<file path="config.mk">
export PLATFORM = sky130hd
export DESIGN_NAME = farbborg_scanner_flat
export DESIGN_NICKNAME = d
export VERILOG_FILES = /design/src/rtl/farbborg_scanner_if.sv /design/src/rtl/farbborg_scanner.sv /design/src/flat_wrapper.sv
export SDC_FILE = /design/constraint.sdc
export NUM_CORES = 1
export LEC_CHECK = 0
export BUFFER_PORTS_ARGS = -buffer_cell sky130_fd_sc_hd__buf_2
export CAP_MARGIN = 20
export CORE_ASPECT_RATIO = 1.1
export CORE_MARGIN = 5
export CORE_UTILIZATION = 49
export CTS_CLUSTER_SIZE = 24
export DETAILED_ROUTE_END_ITERATION = 8
export PLACE_DENSITY_LB_ADDON = 0.05
export SLEW_MARGIN = 10
export SYNTH_ARGS = -nofsm -noshare
export SYNTH_HDL_FRONTEND = slang
export SYNTH_SLANG_ARGS = --single-unit
</file>
<file path="constraint.sdc">
create_clock -name clk_i -period 1.9 [get_ports clk_i]
set_clock_uncertainty 0.05 [all_clocks]
set_input_delay 0.285 -clock clk_i [delete_from_list [all_inputs] [get_ports clk_i]]
set_output_delay 0.285 -clock clk_i [all_outputs]
set_load 0.005 [all_outputs]
</file>
<file path="src/rtl/farbborg_scanner_if.sv">
`default_nettype none
// ============================================================================
//  Module      : farbborg_scanner_if
//  Description : Framebuffer read-port bundle between the scan engine and the
//                1024-byte framebuffer (64-bit words, 7-bit word address,
//                data returned one clock after the address).
//                  ram_addr_o : 7-bit word address, driven by the scanner
//                  ram_data_i : 64-bit read data, driven by the framebuffer
//                  modport master : scanner side
//                  modport slave  : framebuffer side
//  Revision    : 1.0 - initial release
// ============================================================================
interface farbborg_scanner_if;
    logic [6:0]  ram_addr_o;
    logic [63:0] ram_data_i;

    modport master (output ram_addr_o, input  ram_data_i);
    modport slave  (input  ram_addr_o, output ram_data_i);
endinterface
`default_nettype wire

</file>
<file path="src/rtl/farbborg_scanner.sv">
`default_nettype none
// ============================================================================
//  Module      : farbborg_scanner
//  Description : Display scan engine for the wb_farbborg LED matrix. Reads a
//                row of intensity bytes from the framebuffer, turns each byte
//                into one on/off bit by comparing it with a running PWM
//                counter, shifts the bits into the external column shift
//                registers, latches them and drives the row-select lines.
//  Ports       : clk_i    - system clock
//                rst_n_i  - synchronous active-low reset
//                enable_i - scan enable (sampled in IDLE and LATCH only)
//                fb       - framebuffer read port (master side)
//                sclk_o   - column shift clock (rising-edge sampled)
//                sdata_o  - column serial data
//                latch_o  - column latch strobe, 1-cycle pulse
//                oe_n_o   - column output enable, active low
//                row_o    - active row index
//                frame_o  - 1-cycle pulse on the last row-step of a frame
//  Options     : FARBBORG_SCAN_BLANK_EN - blank the columns during LATCH and
//                for 4 further cycles after each row change (anti-ghosting).
//  Revision    : 1.0 - initial release
// ============================================================================
module farbborg_scanner #(
    parameter int ROWS          = 16,
    parameter int WORDS_PER_ROW = 8,
    parameter int PWM_BITS      = 8,
    parameter int SCLK_DIV      = 2
) (
    input  wire logic           clk_i,
    input  wire logic           rst_n_i,
    input  wire logic           enable_i,
    farbborg_scanner_if.master  fb,
    output logic                sclk_o,
    output logic                sdata_o,
    output logic                latch_o,
    output logic                oe_n_o,
    output logic [3:0]          row_o,
    output logic                frame_o
);

    localparam int c_WORD_W = (WORDS_PER_ROW > 1) ? $clog2(WORDS_PER_ROW) : 1;
    localparam int c_DIV_W  = (SCLK_DIV > 1) ? $clog2(SCLK_DIV) : 1;

    localparam logic [c_WORD_W-1:0] c_WORD_LAST = c_WORD_W'(WORDS_PER_ROW - 1);
    localparam logic [c_DIV_W-1:0]  c_DIV_LAST  = c_DIV_W'(SCLK_DIV - 1);
    localparam logic [6:0]          c_ROW_LAST  = 7'(ROWS - 1);
    localparam logic [PWM_BITS-1:0] c_PWM_MAX   = '1;

    typedef enum logic [2:0] {
        S_IDLE  = 3'd0,
        S_FETCH = 3'd1,
        S_WAIT  = 3'd2,
        S_SHIFT = 3'd3,
        S_LATCH = 3'd4
    } state_t;

    state_t                 r_state;
    logic [6:0]             r_addr;
    logic [6:0]             r_row;
    logic [PWM_BITS-1:0]    r_pwm;
    logic [c_WORD_W-1:0]    r_word;
    logic [2:0]             r_bit;
    logic [c_DIV_W-1:0]     r_div;
    logic [7:0]             r_vec;      // remaining bits, MSB is the next one out
    logic                   r_sclk;
    logic                   r_sdata;
    logic                   r_latch;
    logic                   r_oe_n;
    logic [3:0]             r_row_o;
    logic                   r_frame;
`ifdef FARBBORG_SCAN_BLANK_EN
    logic [2:0]             r_blank;    // blanking cycles still to run after LATCH
    logic                   r_row_chg;  // the row being latched differs from row_o
`endif

    logic [7:0]             w_vec;

    function automatic logic [6:0] f_addr(input logic [6:0] row,
                                          input logic [c_WORD_W-1:0] word);
        return 7'(32'(row) * 32'(WORDS_PER_ROW) + 32'(word));
    endfunction

    // Channel is on when its intensity strictly exceeds the PWM count, so
    // 0 is never on and 255 is on for 255 of the 256 steps.
    for (genvar k = 0; k < 8; k++) begin : g_cmp
        assign w_vec[k] = ({{PWM_BITS{1'b0}}, fb.ram_data_i[8*k +: 8]} >
                           {8'h00, r_pwm});
    end

    always_ff @(posedge clk_i) begin
        if (!rst_n_i) begin
            r_state   <= S_IDLE;
            r_addr    <= '0;
            r_row     <= '0;
            r_pwm     <= '0;
            r_word    <= '0;
            r_bit     <= '0;
            r_div     <= '0;
            r_vec     <= '0;
            r_sclk    <= 1'b0;
            r_sdata   <= 1'b0;
            r_latch   <= 1'b0;
            r_oe_n    <= 1'b1;
            r_row_o   <= '0;
            r_frame   <= 1'b0;
`ifdef FARBBORG_SCAN_BLANK_EN
            r_blank   <= '0;
            r_row_chg <= 1'b0;
`endif
        end else begin
            r_latch <= 1'b0;
            r_frame <= 1'b0;
`ifdef FARBBORG_SCAN_BLANK_EN
            // Runs alongside FETCH/WAIT/SHIFT; LATCH and IDLE override below.
            if (r_blank != 3'd0) begin
                r_blank <= r_blank - 1'b1;
                r_oe_n  <= (r_blank != 3'd1);
            end
`endif
            case (r_state)
                S_IDLE: begin
                    r_oe_n <= 1'b1;
                    if (enable_i) begin
                        r_word  <= c_WORD_LAST;
                        r_addr  <= f_addr(r_row, c_WORD_LAST);
                        r_oe_n  <= 1'b0;
                        r_state <= S_FETCH;
                    end
                end

                S_FETCH: begin
                    r_state <= S_WAIT;
                end

                // Read data is valid in this cycle (one clock after FETCH).
                S_WAIT: begin
                    r_sdata <= w_vec[7];
                    r_vec   <= {w_vec[6:0], 1'b0};
                    r_bit   <= 3'd7;
                    r_div   <= '0;
                    r_sclk  <= 1'b0;
                    r_state <= S_SHIFT;
                end

                S_SHIFT: begin
                    if (r_div != c_DIV_LAST) begin
                        r_div <= r_div + 1'b1;
                    end else begin
                        r_div <= '0;
                        if (!r_sclk) begin
                            r_sclk <= 1'b1;
                        end else begin
                            // Falling edge: data may change only now.
                            r_sclk <= 1'b0;
                            if (r_bit != 3'd0) begin
                                r_bit   <= r_bit - 1'b1;
                                r_sdata <= r_vec[7];
                                r_vec   <= {r_vec[6:0], 1'b0};
                            end else if (r_word != '0) begin
                                r_word  <= r_word - 1'b1;
                                r_addr  <= f_addr(r_row, r_word - 1'b1);
                                r_state <= S_FETCH;
                            end else begin
                                // Entering LATCH: all LATCH outputs are
                                // registered here so they appear in that cycle.
                                r_latch <= 1'b1;
                                r_row_o <= r_row[3:0];
                                r_pwm   <= r_pwm + 1'b1;
                                if (r_pwm == c_PWM_MAX) begin
                                    if (r_row == c_ROW_LAST) begin
                                        r_row   <= '0;
                                        r_frame <= 1'b1;
                                    end else begin
                                        r_row   <= r_row + 1'b1;
                                    end
                                end
`ifdef FARBBORG_SCAN_BLANK_EN
                                r_oe_n    <= 1'b1;
                                r_row_chg <= (r_row[3:0] != r_row_o);
`endif
                                r_state <= S_LATCH;
                            end
                        end
                    end
                end

                S_LATCH: begin
                    if (enable_i) begin
                        r_word  <= c_WORD_LAST;
                        r_addr  <= f_addr(r_row, c_WORD_LAST);
                        r_state <= S_FETCH;
`ifdef FARBBORG_SCAN_BLANK_EN
                        r_oe_n  <= r_row_chg;
                        r_blank <= r_row_chg ? 3'd4 : 3'd0;
`endif
                    end else begin
                        r_oe_n  <= 1'b1;
                        r_state <= S_IDLE;
`ifdef FARBBORG_SCAN_BLANK_EN
                        r_blank <= 3'd0;
`endif
                    end
                end

                default: begin
                    r_state <= S_IDLE;
                end
            endcase
        end
    end

    assign fb.ram_addr_o = r_addr;
    assign sclk_o        = r_sclk;
    assign sdata_o       = r_sdata;
    assign latch_o       = r_latch;
    assign oe_n_o        = r_oe_n;
    assign row_o         = r_row_o;
    assign frame_o       = r_frame;

endmodule
`default_nettype wire

</file>
<file path="src/flat_wrapper.sv">
// flat-port wrapper written by rule: the top's interface ports become plain ports
module farbborg_scanner_flat 
#(
    parameter int ROWS          = 16,
    parameter int WORDS_PER_ROW = 8,
    parameter int PWM_BITS      = 8,
    parameter int SCLK_DIV      = 2
)
  (clk_i, rst_n_i, enable_i, sclk_o, sdata_o, latch_o, oe_n_o, row_o, frame_o, fb_ram_addr_o, fb_ram_data_i);
  farbborg_scanner_if fb_i ();
  input  wire logic clk_i;
  input  wire logic rst_n_i;
  input  wire logic enable_i;
  output logic sclk_o;
  output logic sdata_o;
  output logic latch_o;
  output logic oe_n_o;
  output logic [3:0] row_o;
  output logic frame_o;
  output wire logic [$bits(fb_i.ram_addr_o)-1:0] fb_ram_addr_o;
  input wire logic [$bits(fb_i.ram_data_i)-1:0] fb_ram_data_i;
  assign fb_ram_addr_o = fb_i.ram_addr_o;
  assign fb_i.ram_data_i = fb_ram_data_i;
  farbborg_scanner #(.ROWS(ROWS), .WORDS_PER_ROW(WORDS_PER_ROW), .PWM_BITS(PWM_BITS), .SCLK_DIV(SCLK_DIV)) u_core (.clk_i(clk_i), .rst_n_i(rst_n_i), .enable_i(enable_i), .fb(fb_i), .sclk_o(sclk_o), .sdata_o(sdata_o), .latch_o(latch_o), .oe_n_o(oe_n_o), .row_o(row_o), .frame_o(frame_o));
endmodule
</file>
## After elaboration in Yosys (flattened, before gate mapping)

Cells that the tools add are included.

- Register bits: 49
- Logic and storage cells: 108
- Output and inout bits: 16

- Bitwise logic cells: 7
- Add/subtract/negate cells: 7
- Reduce and logical (&&, ||, !) cells: 16
- Muxes and demuxes: 42
- Equality and inequality tests: 14
- $lt $le $gt $ge: 8

Operators by type and width:

| operator | count |
|---|---|
| $gt 8x8->1 | 8 |
| $mux 7 | 6 |
| $mux 3 | 13 |
| $mux 8 | 3 |
| $pmux 8 s2 | 1 |
| $pmux 3 s5 | 1 |
| $pmux 7 s2 | 1 |
| $pmux 3 s2 | 2 |
| $reduce_and 6->1 | 2 |
| $mux 1 | 11 |
| $ne 2x1->1 const B | 5 |
| $add 8x1->8 const B | 1 |
| $eq 8x8->1 const B | 1 |
| $pmux 1 s2 | 4 |
| $reduce_and 4->1 | 2 |
| $add 7x1->7 const B | 1 |
| $add 7x3->7 | 1 |
| $add 7x3->7 const B | 1 |
| $eq 7x4->1 const B | 1 |
| $not 1->1 | 7 |
| $reduce_or 7->1 | 1 |
| $eq 3x2->1 const B | 2 |
| $ne 2x2->1 const B | 3 |
| $reduce_bool 2->1 | 3 |
| other kinds (10) | 13 |

## Depth between registers and ports, before layout

- Word-level depth: 7
- Depth in mapped cells: 8
- Depth with buffers taken out: 7

## Worst setup path before layout

Ideal clock, no wire load.

- Kind: reg2reg
- Start point: reg u_core.r_pwm[0]
- End point: reg u_core.r_row[5]
- Required time: 1.715 ns
- Clock period less this slack: 1.757 ns
- Cell stages (with the launch flop): 7
- Path slack: 0.143 ns
- Data arrival time: 1.572 ns
- Cell sequence: dfxtp_1 > ha_1 > nand3_1 > nor2_1 > nand2_2 > o311ai_0 > o41ai_1

- Longest elaborated chain between the ends: 2

Ends and longest elaborated chain:

| element | RTL line | text |
|---|---|---|
| from (decl) | farbborg_scanner.sv:60 | `logic [PWM_BITS-1:0] r_pwm;` |
| from (signal assigned) | farbborg_scanner.sv:168 | `r_pwm <= r_pwm + 1'b1;` |
| $eq 8x8->1 | farbborg_scanner.sv:169 | `if (r_pwm == c_PWM_MAX) begin` |
| $reduce_and 6->1 (no line) | -- |  |
| to (signal assigned) | farbborg_scanner.sv:174 | `r_row <= r_row + 1'b1;` |
| to (decl) | farbborg_scanner.sv:59 | `logic [6:0] r_row;` |

No other way between the ends.
A chain may end at the register's enable or synchronous reset.

## Worst setup path after layout

- Start point: reg u_core.r_pwm[5]
- End point: reg u_core.r_vec[1]

- Longest elaborated chain between the ends: 2

Ends and longest elaborated chain:

| element | RTL line | text |
|---|---|---|
| $gt 8x8->1 | farbborg_scanner.sv:86 | `assign w_vec[k] = ({{PWM_BITS{1'b0}}, fb.ram_data_i[8*k +: 8]} >` |
| $pmux 8 s2 | farbborg_scanner.sv:120 | `case (r_state)` |
| to (signal assigned) | farbborg_scanner.sv:138 | `r_vec <= {w_vec[6:0], 1'b0};` |
| to (signal assigned) | farbborg_scanner.sv:158 | `r_vec <= {r_vec[6:0], 1'b0};` |
| to (decl) | farbborg_scanner.sv:64 | `logic [7:0] r_vec;` |

No other way between the ends.

==> out/results.ini <==
[synthesis]
ys_async_sr_fraction_pct=0
ys_types=46
netlist_area_sq_mm=0.00345
ys.flop_type=dfxtp_1
synth_area_per_cell_sq_um=8.52
synth-seq-cells=45
yosysTopAreaCell=dfxtp_1
synth-edff-count=0
syn_inst=405
yosysWarnings=0
ys_seq_area_share_pct=26.1
synth_nets=542
synth_area_leaders=dfxtp_1 (26%), ha_1 (25%), nand4_1 (4.0%)
synth_top_area_share_pct=26.1

[worst_setup_path]
critPathArrivalTime_ns=1.94
crit_top_cell=o21ai_0
path_max_fanout=5
critPathLaunchType=flip-flop
crit_path_top_delay_cell=dfxtp_4
timing.rr.end=u_core.r_vec[1]
worstPathCellList=clkinvlp_4 -> ha_1 -> a21oi_1 -> nor2b_1 -> o21ai_0 -> o21ai_0 -> o311a_1
crit_buf_inv=1
worstSetupEndpointType=flip-flop
cp_top_family=compound AO/OA/AOI/OAI gates
max_stage_delay_ns=0.39
worstPathRequired_ns=2.05
ff2ff_setup_slack_ns=0.11
rr_worst_depth=7
crit_type=flip-flop to flip-flop
reg2reg_from=u_core.r_pwm[5]

[power]
ir_worst_vdd_mv=0.428
power_leakage_nw=1.83
power.density_mw_per_mm2=484

[floorplan]
die_h_um=98.0
ios=83
core_area_sq_mm=0.00693
row_count=32
start_util_pct=49.8
fp.dieW_um=90.0
die_area_sq_mm=0.00882

[finish]
antenna_cells=0
fin_nets=640
drive_gt1_share_pct=25.0
syn2layout_area_growth_pct=22.6
layout_commonest_cell=buf_2
ff_latch_area_sq_um=907
postLayoutCoreUtil_pct=61.1
design_area_sq_mm=0.00423
nFillCells=638
layout_common_cells=buf_2 (82), ha_1 (69), dfxtp_1 (42), nand2_1 (27)
multiInputGateArea_sq_mm=0.00242

[place]
dpl_worst_slack_ns=0.0644
routabilityCongestion=0.851
dpl_cell_area_sq_mm=0.00408
hpwl_um=6580
port_buffers=82

[routing]
drt_wl_total_um=8630
avgRoutedWirePerCell_um=14.7
via_per_inst=5.56
ant_nets=0
drtIter0Drc=107
first_pass_iters=4
dr_total_vias=3277
post-route-drc-count=0

[sta]
hold-worst-slack_ns=0.183
finalMaxSlewViolations=0
fin_crit_sh_pct=94.5
fmax_ghz=0.557
finalCriticalPeriod_ns=1.79
relSlewSlack_pct=67.8
layout_setup_ws_ns=0.105
rsz0062_at_grt=false
tns_ns=0
hold_viol=0
setup_violations=0
worst_pin_slew_ns=0.483

[worst_hold_path]
hold_path_end=u_core.oe_n_o
holdCritStartpoint=enable_i
whs_path_depth=2
min_path_type=input port to flip-flop

[clock_tree]
clk_pin_slew_ns=0.09
clockBufferDepth=2
cts_buffers=5
h-tree-depth=2
clk_latency_ns=0.30
cts_num_sinks=45
cts_tree=done
root_buffer=clkbuf_8
hold_buffers=0

[global_routing]
gr-usage-met1_pct=23.9
grt-ovfl-total=0
antenna_found_initial=0
grt_busiest_layer=met2
grt_max_degree=31
grtUsageMet2_pct=33.8
grt_use_met3_pct=3.16
grt_pass1_vias=3233
grt_usage_pct=19.4
grt_pass1_wl_um=14300

[run]
maxCapViolCount=0

[run_status]
status=complete, no violations

-- sequential cells by signal, indices dropped and copies added (netlist names) --
signal,cells
u_core.row_o,4
u_core.r_vec,7
u_core.r_pwm,8
u_core.frame_o,1
u_core.sclk_o,1
u_core.r_state,3
u_core.r_bit,3
u_core.sdata_o,1
u_core.r_row,7
u_core.r_div,1
u_core.fb.ram_addr_o,7
u_core.latch_o,1
u_core.oe_n_o,1
-- cell families after synthesis --
| family | synth area share, % |
|---|---|
| and+or+nand+nor | 22.0 |
| AOI/OAI and AO/OA | 18.7 |
| adders and majority gates | 25.4 |
| DFF | 26.1 |
| buffers and inverters | 4.24 |
| xor gates and xnor gates | 2.03 |
| muxes | 1.45 |
-- how the worst max path moves through the flow --
stage          cells after the start              end            start
2_1_floorplan                      6  u_core.r_row[5]  u_core.r_pwm[0]
3_3_place_gp                       7  u_core.r_vec[1]  u_core.r_pwm[5]
3_5_place_dp                       7  u_core.r_vec[1]  u_core.r_pwm[5]
4_1_cts                            7  u_core.r_vec[1]  u_core.r_pwm[5]
5_1_grt                            7   u_core.sdata_o  u_core.r_pwm[7]
6_report                           7  u_core.r_vec[1]  u_core.r_pwm[5]
-- Yosys cell counts (all sizes together), types with 6 or more instances --
| cell | n |
|---|---|
| dfxtp | 45 |
| nor2b | 16 |
| and2 | 10 |
| nand3 | 11 |
| nand2 | 28 |
| o211ai | 11 |
| a21boi | 9 |
| inv | 24 |
| nor3 | 7 |
| clkbuf | 9 |
| a211oi | 6 |
| nor2 | 26 |
| nand4 | 22 |
| ha | 70 |
| a31oi | 8 |
| a21oi | 21 |
| xnor2 | 6 |
| o31ai | 6 |
| o21ai | 27 |
-- through the flow --
step                power, mW  cells
floorplan                1.29    405
global placement         1.45    577
detailed placement       1.46    577
CTS                      2.06    585
global route             2.18    589
finish                   2.05    589
-- report_power, final --
| group | internal [mW] | switching (mW) |
|---|---|---|
| sequential | 0.979 | 0.0274 |
| combinational | 0.212 | 0.224 |
| clock | 0.258 | 0.346 |
-- layout make-up --
cell class,instances,share of cell area (%)
Multi-Input combinational cell,323,57.2
Sequential cell,45,21.4
Tap cell,85,2.51
Inverter,24,2.31
Clock buffer,5,1.63
Clock inverter,3,0.532
Timing Repair inverter,2,0.237
Timing Repair Buffer,102,14.1
-- metal layers --
layer | routed length, um | up-vias
li1 | - | 1697
met1 | 3940 | 1496
met2 | 4130 | 73
met3 | 385 | 11
met4 | 183 | 0
met5 | 0 | -
-- timing repair --
| item | CTS | global route |
|---|---|---|
| hold endpoints to repair | 0 | 0 |
| resized for setup | 0 | 12 |
| buffers inserted | 0 | 2 |
| endpoints found under the setup margin | 0 | 9 |
Note: power is estimated with default switching activity, not from simulation.
